### src/rtl/unidade_controle_jogo.sv
// unidade_controle_jogo: control FSM for the sequence-checking game.
// Walks N_JOGADAS plays through the memory address counter, loads the play
// register on each play and finishes in fim_acerto, fim_erro or fim_timeout.
// Optional play timer: define UNIDADE_CONTROLE_JOGO_TIMEOUT_EN to compile it in;
// without it espera waits indefinitely and timeout stays 0.
module unidade_controle_jogo #(
    parameter int N_JOGADAS      = 16,
    parameter int ADDR_W         = 4,
    parameter int TIMEOUT_CICLOS = 3000
) (
    input  logic              clock,
    input  logic              reset,
    input  logic              iniciar,
    input  logic              jogada,
    input  logic              igual,
    output logic [ADDR_W-1:0] endereco,
    output logic              zeraR,
    output logic              registraR,
    output logic              pronto,
    output logic              acertou,
    output logic              errou,
    output logic              timeout,
    output logic [3:0]        db_estado
);

    // State codes double as the db_estado debug values.
    typedef enum logic [3:0] {
        INICIAL     = 4'h0,
        PREPARACAO  = 4'h1,
        ESPERA      = 4'h2,
        REGISTRA    = 4'h4,
        COMPARACAO  = 4'h5,
        PROXIMO     = 4'h6,
        FIM_ACERTO  = 4'hA,
        FIM_TIMEOUT = 4'hD,
        FIM_ERRO    = 4'hE
    } estado_t;

    localparam logic [ADDR_W-1:0] ULTIMO = ADDR_W'(N_JOGADAS - 1);

    estado_t estado;
    logic    expirou;

`ifdef UNIDADE_CONTROLE_JOGO_TIMEOUT_EN
    localparam int                 TIMER_W   = $clog2(TIMEOUT_CICLOS);
    localparam logic [TIMER_W-1:0] TIMER_MAX = TIMER_W'(TIMEOUT_CICLOS - 1);

    logic [TIMER_W-1:0] timer;

    assign expirou = (timer == TIMER_MAX);

    // Play timer: cleared before each espera, counts in espera, stops at expiry.
    always_ff @(posedge clock or negedge reset) begin
        if (!reset) begin
            timer <= '0;
        end else if (estado == PREPARACAO || estado == PROXIMO) begin
            timer <= '0;
        end else if (estado == ESPERA && !expirou) begin
            timer <= timer + TIMER_W'(1);
        end
    end
`else
    // Never true: without the timer espera only leaves on jogada.
    assign expirou = (TIMEOUT_CICLOS < 0);
`endif

    // Main FSM plus the play address counter.
    always_ff @(posedge clock or negedge reset) begin
        if (!reset) begin
            estado   <= INICIAL;
            endereco <= '0;
        end else begin
            case (estado)
                INICIAL: begin
                    if (iniciar) begin
                        estado   <= PREPARACAO;
                        endereco <= '0;
                    end
                end
                PREPARACAO: begin
                    endereco <= '0;
                    estado   <= ESPERA;
                end
                ESPERA: begin
                    // A play arriving on the expiry cycle still counts.
                    if (jogada) begin
                        estado <= REGISTRA;
                    end else if (expirou) begin
                        estado <= FIM_TIMEOUT;
                    end
                end
                REGISTRA: begin
                    estado <= COMPARACAO;
                end
                COMPARACAO: begin
                    if (!igual) begin
                        estado <= FIM_ERRO;
                    end else if (endereco == ULTIMO) begin
                        estado <= FIM_ACERTO;
                    end else begin
                        estado <= PROXIMO;
                    end
                end
                PROXIMO: begin
                    endereco <= endereco + ADDR_W'(1);
                    estado   <= ESPERA;
                end
                FIM_ACERTO, FIM_ERRO, FIM_TIMEOUT: begin
                    // endereco is held so the failing index stays visible.
                    if (iniciar) begin
                        estado   <= PREPARACAO;
                        endereco <= '0;
                    end
                end
                default: begin
                    estado <= INICIAL;
                end
            endcase
        end
    end

    // Moore output decode from the registered state.
    always_comb begin
        zeraR     = 1'b0;
        registraR = 1'b0;
        pronto    = 1'b0;
        acertou   = 1'b0;
        errou     = 1'b0;
        timeout   = 1'b0;
        db_estado = 4'hF;
        case (estado)
            INICIAL: begin
                zeraR     = 1'b1;
                db_estado = 4'h0;
            end
            PREPARACAO: begin
                zeraR     = 1'b1;
                db_estado = 4'h1;
            end
            ESPERA: begin
                db_estado = 4'h2;
            end
            REGISTRA: begin
                registraR = 1'b1;
                db_estado = 4'h4;
            end
            COMPARACAO: begin
                db_estado = 4'h5;
            end
            PROXIMO: begin
                db_estado = 4'h6;
            end
            FIM_ACERTO: begin
                pronto    = 1'b1;
                acertou   = 1'b1;
                db_estado = 4'hA;
            end
            FIM_ERRO: begin
                pronto    = 1'b1;
                errou     = 1'b1;
                db_estado = 4'hE;
            end
            FIM_TIMEOUT: begin
                pronto    = 1'b1;
                timeout   = 1'b1;
                db_estado = 4'hD;
            end
            default: begin
                db_estado = 4'hF;
            end
        endcase
    end

endmodule

### config.mk
export PLATFORM = sky130hd
export DESIGN_NAME = unidade_controle_jogo
export DESIGN_NICKNAME = d
export VERILOG_FILES = /design/src/rtl/unidade_controle_jogo.sv
export SDC_FILE = /design/constraint.sdc
export NUM_CORES = 1
export LEC_CHECK = 0
export CORE_MARGIN = 1.5
export CORE_UTILIZATION = 40
export CTS_CLUSTER_DIAMETER = 50
export CTS_CLUSTER_SIZE = 24
export DETAILED_ROUTE_END_ITERATION = 10
export PLACE_DENSITY = 0.81
export SLEW_MARGIN = 20
export SYNTH_ARGS = -nofsm -noshare
export SYNTH_HDL_FRONTEND = slang
export SYNTH_SLANG_ARGS = --single-unit
### constraint.sdc
create_clock -name clock -period 2.9 [get_ports clock]
set_input_delay 0.58 -clock clock [delete_from_list [all_inputs] [get_ports clock]]
set_output_delay 0.58 -clock clock [all_outputs]
set_load 0.05 [all_outputs]
==> run_results.csv <==
group,metric,value,unit
status,status,"completed",
power_and_ir_drop,irDropWorstVdd,732,uV
logic_synthesis,syn_nets,76,
final_layout,area_growth,34.6,%
route,ant_nets,0,
final_layout,fin_area,783,um^2
setup_path,cp_max_fo,12,
global_route,grt_max_degree,16,
sta,skew,0.00187,ns
logic_synthesis,synth-simple-area-share,34.6,%
logic_synthesis,synth_top_family_by_area,"simple AND/OR/NAND/NOR gates",
final_layout,diodes,0,
sta,drv_slew,0,
clock_tree,numCtsBuffers,3,
setup_path,critPathKind,"reg2out",
logic_synthesis,synth_seq_cells,8,
logic_synthesis,yosysSeqAreaShare,34.4,%
clock_tree,ctsLongestPathBuffers,2,
clock_tree,ctsResizeCount,0,
clock_tree,clk_pin_slew,0.05,ns
sta,fmax,375,MHz
die,initial_core_util,43.6,%
sta,tightest_slew,0.500,ns
sta,timing.setup.tns,0,ns
clock_tree,htreeDepth,1,
route,drt_iter0_drc,8,
sta,min_period,2.67,ns
route,totalWireLength,1330,um
global_route,grt_usage,18.9,%
setup_path,start_kind,"flip-flop",
clock_tree,clock_sinks,8,
setup_path,cp.required,2.32,ns
sta,setup_viol_count_final,0,
route,drt-pass1-iter-count,4,
place,placed_cell_area,761,um^2
sta,final.setup.worst_slack,0.232,ns
logic_synthesis,ys_types,26,
die,die_w,41.1,um
clock_tree,cts_tree,"done",
logic_synthesis,synthAdderAreaFrac,2.15,%
setup_path,end_kind,"output port",
power_and_ir_drop,power-per-cell-area,1210,mW/mm^2
die,dieHeight,41.1,um
sta,rsz0062_at_grt,"no",
final_layout,final_cell_mix,"clkdlybuf4s50_1, nand2_1, nor2_1, dfrtp_1, o21ai_0",
sta,hold_viol,0,
global_route,grt_pass1_vias,445,
global_route,gr-total-overflow,0,
clock_tree,insertion_delay,0.25,ns
route,avgRoutedWirePerCell,13.1,um
clock_tree,cts_root_buffer,"clkbuf_4",
setup_path,arrival,2.09,ns
logic_synthesis,synth_compound_area_share,22.2,%
job,maxCapViolations,0,
logic_synthesis,postSynthAreaPerCell,8.31,um^2
global_route,grt_pass1_wl,1960,um
logic_synthesis,synthXorXnorAreaFrac,0,%
clock_tree,postCtsSetupBuffers,0,
logic_synthesis,netlist_area,582,um^2
power_and_ir_drop,report.power.total,0.946,mW
final_layout,layout_commonest_cell,"clkdlybuf4s50_1",
die,design.die.area,0.00169,mm^2
place,place_ws,0.508,ns
place,io_buffers,18,
place,dpl.cell_count,99,
route,route.detailed.drc,0,
final_layout,drive_above_1_share,9.20,%
route,via_per_inst,5.62,
clock_tree,hold_buffers,0,
logic_synthesis,muxShareOfSynthArea,1.94,%
power_and_ir_drop,p_leak,0.336,nW
global_route,antenna_found_initial,0,
route,via_count,573,
final_layout,fillCellCount,126,
die,core,0.00133,mm^2
place,gp_congestion,0.861,
final_layout,fin_nets,95,
place,dp_hpwl,1010,um
logic_synthesis,yosysWarnings,0,
worst_hold_path,worstHoldPathType,"reg2reg",
die,rows,13,
sta,period_share,92.0,%
sta,maxSlewHeadroom,66.5,%
logic_synthesis,synthCells,70,
final_layout,finalNonFillerCells,102,
die,ios,19,
[cell type report]
| class | count | area, um^2 | share of cell area [%] |
|---|---|---|---|
| Tap cell | 15 | 18.8 | 2.40 |
| Sequential cell | 8 | 200 | 25.6 |
| Multi-Input combinational cell | 56 | 354 | 45.2 |
| Clock buffer | 3 | 22.5 | 2.88 |
| Timing Repair Buffer | 18 | 180 | 23.0 |
| Inverter | 2 | 7.51 | 0.958 |
[metrics by stage]
stage / hold WS [ns] / util [%]
after global placement: 0.550 / 57.0
after global routing: 0.619 / 58.7
after detailed placement: 0.559 / 57.0
final: 0.575 / 58.7
after CTS: 0.570 / 58.7
after floorplan: 0.284 / -
[cells by family (layout without fill, tap and decap cells)]
logic type                 after synthesis  after routing
muxes                                    1              1
adders and majority gates                1              1
DFF                                      8              8
buffers and inverters                    6             23
and+or+nand+nor                         37             37
AOI/OAI and AO/OA                       17             17
[worst max-delay path, stage by stage (launching register included)]
cell and delay [ns]:
dfrtp_1 0.56, nand2_1 0.12, nor2_1 0.18, nor2_1 0.09
nor2_1 0.09, clkdlybuf4s50_1 0.81
[synthesized netlist by cell type, drive strengths merged]
| library cell | instances | area share [%] |
|---|---|---|
| a21bo | 1 | 1.7 |
| nand2 | 8 | 5.2 |
| a32oi | 1 | 1.5 |
| buf | 4 | 3.4 |
| and4b | 1 | 2.4 |
| nor4b | 1 | 2.6 |
| and2 | 1 | 1.5 |
| a221oi | 1 | 2.6 |
| nand2b | 4 | 4.3 |
| nor3 | 4 | 3.4 |
| mux2 | 1 | 1.9 |
| o2bb2ai | 1 | 1.5 |
| nand3b | 1 | 1.3 |
| nand3 | 4 | 3.4 |
| a22o | 3 | 4.5 |
| nand4 | 1 | 1.1 |
| o21ai | 5 | 4.3 |
| o31ai | 1 | 1.3 |
| dfrtp | 8 | 34 |
| a21o | 2 | 2.6 |
| nor2 | 8 | 5.2 |
| inv | 2 | 1.3 |
| nor2b | 4 | 4.3 |
| ha | 1 | 2.2 |
| a21oi | 1 | 0.86 |
| a22oi | 1 | 1.3 |
[path summary, 6_finish.rpt]
path	startpoint	to	slack, ns	cells after the start
min in group asynchronous	reset	endereco[2]	0.61	1
worst min-delay path	endereco[3]	endereco[3]	0.58	1
worst max-delay path	estado[2]	pronto	0.23	5
max in group asynchronous	reset	estado[1]	2.02	1
worst max register to register	estado[1]	endereco[0]	1.29	4
worst min register to register	endereco[3]	endereco[3]	0.58	1
[power by group]
| part | switching [mW] | leakage (nW) | internal [mW] | total [mW] |
|---|---|---|---|---|
| combinational | 0.385 | 0.217 | 0.241 | 0.626 |
| clock | 0.0325 | 0.0138 | 0.0470 | 0.0795 |
| sequential | 0.0919 | 0.105 | 0.148 | 0.240 |
| total | 0.510 | 0.336 | 0.436 | 0.946 |
[layer usage]
| metal | vias up | global-route usage (%) | share of wire (%) |
|---|---|---|---|
| li1 | 285 | - | - |
| met2 | 7 | 26.6 | 47 |
| met4 | 0 | 9.68 | 1.6 |
| met1 | 279 | 24.2 | 49 |
| met3 | 2 | 8.15 | 2.5 |
| met5 | - | 0 | 0 |
[sequential cells by signal (all words and copies together) (netlist names)]
signal,cells
endereco,4
estado,4
(Power assumes the default switching activity.)
